File: src/rtl/mem_access_ctrl_pkg.sv
// Shared encodings and byte-lane helpers for the memory-access stage.
package mem_access_ctrl_pkg;

    localparam int unsigned LINE_BYTES = 16;
    localparam int unsigned ADDR_W     = 15;

    typedef enum logic [2:0] {
        StIdle  = 3'd0,
        StAcc1  = 3'd1,
        StAcc2  = 3'd2,
        StDone  = 3'd3,
        StDrain = 3'd4
    } state_e;

    // Size3B only appears on the cache port for a three-byte spill part.
    typedef enum logic [1:0] {
        Size1B = 2'd0,
        Size2B = 2'd1,
        Size4B = 2'd2,
        Size3B = 2'd3
    } req_size_e;

    function automatic logic [2:0] size_bytes(input logic [1:0] sz);
        case (sz)
            Size1B:  return 3'd1;
            Size2B:  return 3'd2;
            Size3B:  return 3'd3;
            default: return 3'd4;
        endcase
    endfunction

    function automatic logic [1:0] bytes_size(input logic [2:0] n);
        case (n)
            3'd1:    return Size1B;
            3'd2:    return Size2B;
            3'd3:    return Size3B;
            default: return Size4B;
        endcase
    endfunction

    function automatic logic [31:0] byte_mask(input logic [2:0] n);
        case (n)
            3'd0:    return 32'h0000_0000;
            3'd1:    return 32'h0000_00ff;
            3'd2:    return 32'h0000_ffff;
            3'd3:    return 32'h00ff_ffff;
            default: return 32'hffff_ffff;
        endcase
    endfunction

endpackage

File: src/rtl/mem_access_ctrl_merge.sv
// Combines the two parts of a line-crossing load and clears lanes above the access size.
module mem_merge
    import mem_access_ctrl_pkg::*;
(
    input  logic [31:0] first,
    input  logic [31:0] second,
    input  logic [2:0]  n1,
    input  logic [1:0]  size,
    output logic [31:0] merged
);

    logic [5:0] shamt;

    // n1 == 4 shifts the second part out entirely, giving a plain masked load.
    always_comb begin
        shamt  = {n1, 3'b000};
        merged = ((first & byte_mask(n1)) | (second << shamt)) & byte_mask(size_bytes(size));
    end

endmodule

File: src/rtl/mem_access_ctrl.sv
// Memory-access stage: issues one or two cache transfers per load/store and returns the result.
// Line-crossing (spill) support is built only when MEM_SPLIT_EN is defined.
module mem_access_ctrl
    import mem_access_ctrl_pkg::*;
#(
    parameter bit SPLIT_EN_DEFAULT = 1'b1
) (
    input  logic              clk,
    input  logic              rst,
    input  logic              i_v,
    input  logic              i_rd,
    input  logic              i_wr,
    input  logic              i_cachable,
    input  logic [ADDR_W-1:0] i_phys_addr,
    input  logic [1:0]        i_reqSize,
    input  logic              i_spill,
    input  logic [31:0]       i_wdata,
    input  logic              i_stall,
    input  logic              i_flush,
    output logic              dc_req,
    output logic              dc_we,
    output logic              dc_uc,
    output logic [ADDR_W-1:0] dc_addr,
    output logic [1:0]        dc_size,
    output logic [31:0]       dc_wdata,
    input  logic              dc_ready,
    input  logic [31:0]       dc_rdata,
    output logic              o_stall,
    output logic              o_v,
    output logic [31:0]       o_rdata,
    output logic              o_align_fault
);

    state_e            state_q, state_d;
    logic [ADDR_W-1:0] addr_q, addr_d;
    logic [1:0]        size_q, size_d;
    logic              we_q, we_d;
    logic              uc_q, uc_d;
    logic [31:0]       wdata_q, wdata_d;
    logic [31:0]       rdata_q, rdata_d;
    logic              fault_q, fault_d;

    logic              accept;
    logic              split_en;
    logic [31:0]       m_first, m_second, merged;
    logic [2:0]        m_n1;

`ifdef MEM_SPLIT_EN
    logic              split_en_q;
    logic              spill_q, spill_d;
    logic              phase2_q, phase2_d;
    logic [31:0]       first_q, first_d;
    logic [2:0]        n1, rem;
    logic [ADDR_W-1:0] line_addr;
    logic              sel_second;

    assign split_en = split_en_q;

    // phase2_q remembers which part a drain is finishing.
    always_comb begin
        n1         = 3'(LINE_BYTES - 32'(addr_q[3:0]));
        rem        = size_bytes(size_q) - n1;
        line_addr  = {addr_q[ADDR_W-1:4] + (ADDR_W-4)'(1), 4'h0};
        sel_second = (state_q == StAcc2) || ((state_q == StDrain) && phase2_q);
        m_first    = sel_second ? first_q : dc_rdata;
        m_second   = sel_second ? dc_rdata : 32'h0;
        m_n1       = sel_second ? n1 : 3'd4;
    end
`else
    // No split hardware in this build: every spill op faults.
    assign split_en = 1'b0 & SPLIT_EN_DEFAULT;

    always_comb begin
        m_first  = dc_rdata;
        m_second = 32'h0;
        m_n1     = 3'd4;
    end
`endif

    mem_merge u_merge (
        .first  (m_first),
        .second (m_second),
        .n1     (m_n1),
        .size   (size_q),
        .merged (merged)
    );

    always_comb begin
        dc_we    = we_q;
        dc_uc    = uc_q;
        dc_addr  = addr_q;
        dc_size  = size_q;
        dc_wdata = wdata_q & byte_mask(size_bytes(size_q));
`ifdef MEM_SPLIT_EN
        if (sel_second) begin
            dc_addr  = line_addr;
            dc_size  = bytes_size(rem);
            dc_wdata = (wdata_q >> {n1, 3'b000}) & byte_mask(rem);
        end else if (spill_q) begin
            dc_size  = bytes_size(n1);
            dc_wdata = wdata_q & byte_mask(n1);
        end
`endif
    end

    always_comb begin
        state_d       = state_q;
        addr_d        = addr_q;
        size_d        = size_q;
        we_d          = we_q;
        uc_d          = uc_q;
        wdata_d       = wdata_q;
        rdata_d       = rdata_q;
        fault_d       = fault_q;
        accept        = 1'b0;
        dc_req        = 1'b0;
        o_v           = 1'b0;
        o_stall       = 1'b0;
        o_align_fault = 1'b0;
`ifdef MEM_SPLIT_EN
        spill_d       = spill_q;
        phase2_d      = phase2_q;
        first_d       = first_q;
`endif
        unique case (state_q)
            StIdle: begin
                // Passthrough is suppressed while reset is held.
                if (rst) begin
                    if (i_v && (i_rd || i_wr) && !i_flush) begin
                        accept  = 1'b1;
                        o_stall = 1'b1;
                        state_d = (i_spill && !split_en) ? StDone : StAcc1;
                    end else begin
                        o_v     = i_v && !i_rd && !i_wr && !i_flush;
                        o_stall = i_stall;
                    end
                end
            end
            StAcc1: begin
                dc_req  = 1'b1;
                o_stall = 1'b1;
                if (dc_ready) begin
`ifdef MEM_SPLIT_EN
                    if (spill_q) begin
                        first_d = dc_rdata;
                    end else if (!we_q) begin
                        rdata_d = merged;
                    end
                    if (i_flush) begin
                        state_d = StIdle;
                    end else if (spill_q) begin
                        state_d  = StAcc2;
                        phase2_d = 1'b1;
                    end else begin
                        state_d = StDone;
                    end
`else
                    if (!we_q) begin
                        rdata_d = merged;
                    end
                    state_d = i_flush ? StIdle : StDone;
`endif
                end else if (i_flush) begin
                    state_d = StDrain;
                end
            end
`ifdef MEM_SPLIT_EN
            StAcc2: begin
                dc_req  = 1'b1;
                o_stall = 1'b1;
                if (dc_ready) begin
                    if (!we_q) begin
                        rdata_d = merged;
                    end
                    state_d = i_flush ? StIdle : StDone;
                end else if (i_flush) begin
                    state_d = StDrain;
                end
            end
`endif
            StDone: begin
                o_v           = 1'b1;
                o_stall       = i_stall;
                o_align_fault = fault_q;
                if (i_flush || !i_stall) begin
                    state_d = StIdle;
                end
            end
            StDrain: begin
                dc_req  = 1'b1;
                o_stall = 1'b1;
                if (dc_ready) begin
                    state_d = StIdle;
                end
            end
            default: state_d = StIdle;
        endcase

        if (accept) begin
            addr_d  = i_phys_addr;
            size_d  = i_reqSize;
            we_d    = i_wr;
            uc_d    = ~i_cachable;
            wdata_d = i_wdata;
            rdata_d = 32'h0;
            fault_d = i_spill && !split_en;
`ifdef MEM_SPLIT_EN
            spill_d  = i_spill;
            phase2_d = 1'b0;
`endif
        end
    end

    always_ff @(posedge clk or negedge rst) begin
        if (!rst) begin
            state_q <= StIdle;
            addr_q  <= '0;
            size_q  <= '0;
            we_q    <= 1'b0;
            uc_q    <= 1'b0;
            wdata_q <= '0;
            rdata_q <= '0;
            fault_q <= 1'b0;
        end else begin
            state_q <= state_d;
            addr_q  <= addr_d;
            size_q  <= size_d;
            we_q    <= we_d;
            uc_q    <= uc_d;
            wdata_q <= wdata_d;
            rdata_q <= rdata_d;
            fault_q <= fault_d;
        end
    end

`ifdef MEM_SPLIT_EN
    always_ff @(posedge clk or negedge rst) begin
        if (!rst) begin
            split_en_q <= SPLIT_EN_DEFAULT;
            spill_q    <= 1'b0;
            phase2_q   <= 1'b0;
            first_q    <= '0;
        end else begin
            split_en_q <= split_en_q;
            spill_q    <= spill_d;
            phase2_q   <= phase2_d;
            first_q    <= first_d;
        end
    end
`endif

    assign o_rdata = rdata_q;

endmodule

File: config.mk
export PLATFORM = sky130hd
export DESIGN_NAME = mem_access_ctrl
export DESIGN_NICKNAME = d
export VERILOG_FILES = /design/src/rtl/mem_access_ctrl_pkg.sv /design/src/rtl/mem_access_ctrl_merge.sv /design/src/rtl/mem_access_ctrl.sv
export SDC_FILE = /design/constraint.sdc
export NUM_CORES = 1
export LEC_CHECK = 0
export ABC_AREA = 0
export ABC_CLOCK_PERIOD_IN_PS = 3800
export CAP_MARGIN = 20
export CORE_UTILIZATION = 35
export DETAILED_ROUTE_END_ITERATION = 10
export PLACE_DENSITY = 0.73
export SLEW_MARGIN = 20
export SYNTH_ARGS = -nofsm -noshare
export SYNTH_HDL_FRONTEND = slang
export SYNTH_SLANG_ARGS = --single-unit
File: constraint.sdc
create_clock -name clk -period 3.8 [get_ports clk]
set_input_delay 0.76 -clock clk [delete_from_list [all_inputs] [get_ports clk]]
set_output_delay 0.76 -clock clk [all_outputs]
set_load 0.005 [all_outputs]
### Word-level counts from Yosys, hierarchy flattened

Index checks and enable logic that the tools add are counted.

* register bits after elaboration: 87
* logic and storage cells: 70

* equal/unequal tests: 14
* bitwise logic cells: 3
* multiplexer cells: 26
* reduce and logical (&&, ||, !) cells: 19

Operators by type and width (number)
* $mux 32: 4
* $pmux 32 s4: 1
* $and 32x32->32: 2
* $mux 3: 6
* $pmux 3 s4: 1
* $eq 3x2->1 const B: 3
* $mux 1: 9
* $pmux 3 s3: 1
* $ne 2x2->1 const B: 4
* $eq 3x1->1 const B: 2
* $logic_not 3->1: 2
* $logic_and 1x1->1: 5
* $reduce_and 5->1: 1
* $logic_not 1->1: 4
* $mux 2: 2
* $reduce_bool 2->1: 2
* $eq 3x3->1 const B: 1
* $ne 3x3->1 const B: 1
* $pmux 1 s3: 1
* $reduce_and 3->1: 1
* $eq 2x1->1 const B: 1
* $eq 2x2->1 const B: 1
* $logic_not 2->1: 1
* $logic_or 1x1->1: 2
* other kinds (4): 4

### Depth between registers and ports, before layout

* depth after elaboration: 9
* gate-level depth with buffers: 6
* mapped depth without buffers: 3

### Hierarchy

A second synthesis with hierarchy kept.

* cell total of the unflattened synthesis: 417
* area, all modules: 4889.7 µm²

By module, submodules not included
* mem_access_ctrl: area each 4101.4 µm², sequential area each 2177.1 µm², times used 1, cells an instance 317
* mem_merge: area each 788.3 µm², sequential area each 0.0 µm², times used 1, cells an instance 100

### Worst setup path before layout

Ideal clock, no wire load.

* path kind: input -> output
* from: in i_flush
* to: out o_stall
* required time: 3.040 ns
* buffers on the path: 1
* slack: 1.283 ns
* arrival: 1.757 ns
* stages on the path: 4
* cells stage by stage: or4b_1 buf_2 o31ai_1 a31o_2

* word-level cells in the longest chain between the ends: 5

RTL lines
* start: declaration: line mem_access_ctrl.sv:19 `input logic i_flush,`
* $logic_not 1->1: line mem_access_ctrl.sv:129 `if (i_v && (i_rd || i_wr) && !i_flush) begin`
* $logic_and 1x1->1: line mem_access_ctrl.sv:129
* $mux 1: line mem_access_ctrl.sv:129
* $mux 1: line mem_access_ctrl.sv:128 `if (rst) begin`
* $pmux 1 s3: line mem_access_ctrl.sv:125 `unique case (state_q)`
* end: declaration: line mem_access_ctrl.sv:28 `output logic o_stall,`

Every way passes these cells.

### Worst setup path after layout

Same ends and word-level chain as after synthesis.

==> metrics.md <==
| Metric | Value |
|---|---|
| Num Clock Sinks | `87` |
| Sw frac | `26.5%` |
| Tightest Pin Transition | `0.987 ns` |
| Final period utilization | `91.3%` |
| Crit-path max FO | `4` |
| Mean Syn Cell Area | `12.8 µm²` |
| Final Core Density | `56.6%` |
| Clk_lat worst skew | `0.35 ns` |
| Post-CTS Setup Bufs | `0` |
| Slew HR | `34.2%` |
| Max Root-Sink Buffers | `2` |
| Net Sw Power | `0.797 mW` |
| Mapped Cells | `301` |
| Worst min path class | `primary input to async pin` |
| Reg area | `0.00218 mm²` |
| Clk_skew | `0.0185 ns` |
| Port bufs | `177` |
| Residual DRC | `0` |
| Area leader, netlist | `dfrtp_1` |
| Power Internal | `2.21 mW` |
| I/O pin count | `178` |
| Pin count of the biggest net entering global routing | `55` |
| PwrDens | `505 mW/mm²` |
| Commonest cells in the netlist | `dfrtp_1 (87), mux2_2 (47), clkbuf_1 (23)` |
| Yosys top cell area share | `56.6%` |
| Initial antenna violation count | `0` |
| Status | `complete, no violations` |
| Worst Path Arrival | `2.71 ns` |
| Post-DP HPWL | `7320 µm` |
| Seq pwr share | `41.9%` |
| Nets | `558` |
| Leakage power | `2.46 nW` |
| Root Buffer | `clkbuf_8` |
| WL final | `10300 µm` |
| RSZ-0062 raised after global routing | `false` |
| Crit path kind | `primary input to output pin` |
| Max stage delay on crit path | `0.51 ns` |
| Vias per cell | `5.05` |
| Core box area | `0.0105 mm²` |
| Area contributors post-synth | `dfrtp_1 (57%), mux2_2 (14%), a31o_1 (4.1%), and2_1 (2.6%), clkbuf_1 (2.2%)` |
| Final hold violation count | `0` |
| F_max | `288 MHz` |
| First-pass GRT wire length | `16500 µm` |
| Fraction of registers with async set/reset | `100%` |
| Setup TNS | `0 ns` |
| Vias in the first global route | `3277` |
| Die area | `0.0114 mm²` |
| Initial DRC Count | `96` |
| EDFF count, synth | `0` |
| Count leader, synth | `dfrtp_1` |
| Final Max Slew Viols | `0` |
| Area grow syn2layout | `54.7%` |
| VDD IR max | `0.272 mV` |
| Worst-path clk slew | `0.09 ns` |
| Die Ht | `107 µm` |
| WL per Instance | `17.0 µm` |
| # rows | `37` |
| Num CTS Buffers | `9` |
| Cts hold-fix bufs | `0` |
| Comb pwr share | `34.3%` |
| Congestion Overflow GR | `0` |
| R2R setup slack | `1.25 ns` |
| Fillers | `904` |
| RR Endpoint | `o_rdata[29]$_DFFE_PN0P_` |
| Clock power frac | `23.8%` |
| Yosys reg bits | `87` |
| FF-to-FF Start | `state_q[1]$_DFFE_PN0P_` |
| CP Capture Type | `output pin` |
| Synth Flop Type | `dfrtp_1` |
| Crit path launch type | `primary input` |
| GRT Total Usage | `18.8%` |
| Overall Power | `3.01 mW` |
| Register area share after synthesis | `56.6%` |
| DRT Pass-1 Iters | `4` |
| Post-CTS Resized | `0` |
| Warnings, synthesis | `0` |
| Die width | `107 µm` |
| Worst Path Buf+Inv | `2` |
| N_diodes | `0` |
| Critical-path top delay cell | `or4b_1` |
| Crit path time final | `3.47 ns` |
| Worst Slack Setup Final | `0.330 ns` |
| Setup violators final | `0` |
| CTS tree | `done` |
| Routability cong. | `0.837` |
| Setup WS pre-CTS | `0.339 ns` |
| Yosys cell types | `35` |
| H-tree depth | `3` |
| CP top delay family | `buffers and inverters` |
| Min Hold Slack | `0.462 ns` |
| Worst Path Required | `3.04 ns` |
| Final ANT Viol Nets | `0` |
| Detailed-route via count | `3064` |
| R2R cell count | `5` |
| Area taken by multi-input logic gates | `0.00151 mm²` |
| Synthesized net count | `392` |
| Mapped cell area | `0.00385 mm²` |
| Max Cap Viol | `0` |
| Starting density of the core | `36.6%` |
| Most frequent CP cell | `clkdlybuf4s50_1` |
| Crit-path cells | `clkdlybuf4s50_1 > or4b_1 > o31ai_1 > a31o_2 > clkdlybuf4s50_1` |
| Share of cells above drive strength 1 | `17.4%` |
[cells in the final DEF, fill, tap and decap left out]
cell / n
clkdlybuf4s50_1: 176
dfrtp_1: 87
mux2_2: 47
a31o_1: 18
and2_1: 16
buf_4: 11
nor2b_1: 10
o21ai_0: 10
clkbuf_8: 10
a21oi_1: 9
and4b_1: 8
nand4b_1: 8
nor4b_1: 8
nor3b_1: 8
a31o_2: 7
nand2b_1: 4
nor2_1: 3
inv_1: 3
nand2_1: 3
mux2_1: 3
o31ai_1: 2
a21o_1: 2
clkinv_4: 2
bufinv_16: 2
or4b_1: 1
a22o_1: 1
and3_1: 1
or3_1: 1
and4bb_1: 1
nand4bb_1: 1
nor3_4: 1
a211o_1: 1
mux2i_1: 1
nor3_1: 1
a211oi_1: 1
o31a_1: 1
clkinv_2: 1
buf_12: 1
[how the worst max path moves through the flow]
| stage | endpoint | slack, ns | cells after the start | startpoint |
|---|---|---|---|---|
| finish | o_stall | 0.33 | 5 | i_flush |
| global route | o_stall | 0.22 | 5 | i_flush |
| CTS | o_stall | 0.32 | 5 | i_flush |
| detailed placement | o_stall | 0.34 | 5 | i_flush |
| global placement | o_v | 0.39 | 6 | i_flush |
| floorplan | o_stall | 1.28 | 4 | i_flush |
[sequential cells by signal, indices dropped and copies added (netlist names)]
name,cells
dc_addr,15
o_rdata,32
state_q,3
fault_q,1
dc_size,2
dc_uc,1
dc_we,1
wdata_q,32
[metal layers]
metal  up-vias  global-route usage [%]  wire length, µm
met5         -                       0                0
met4         0                    6.36              201
met3        17                    5.84              791
met2       118                    31.6             4950
met1      1509                    22.7             4370
li1       1420                       -                -
[power groups by stage]
stage / logic (mW) / registers [mW] / clock network [mW]
floorplan: 0.395 / 1.27 / 0
global placement: 1.02 / 1.27 / 0
detailed placement: 1.04 / 1.28 / 0
CTS: 1.05 / 1.26 / 0.736
global route: 1.11 / 1.29 / 0.779
finish: 1.03 / 1.26 / 0.717
[metrics by stage]
stage	cell area [µm²]	instances
floorplan	3850	301
CTS	5950	607
global placement	5730	592
global route	5950	607
detailed placement	5730	592
finish	5950	607
[kinds of logic (layout without fill, tap and decap cells)]
group	Yosys count	count (layout)	share of synthesized area, %
multiplexers	51	51	14.9
AND/OR/NAND/NOR	75	75	14.3
AO/OA/AOI/OAI	52	52	9.82
flip-flops	87	87	56.6
buffers and inverters	36	206	4.36
[cell type report]
cell class / instances / area share, %
inverter: 3 / 0.189
sequential: 87 / 36.6
clock inverter: 5 / 1.39
timing repair buffer: 188 / 31.3
tap: 136 / 2.86
clock buffer: 10 / 2.31
multi-input combinational: 178 / 25.4
No activity file was read; power rests on OpenSTA's default activity.
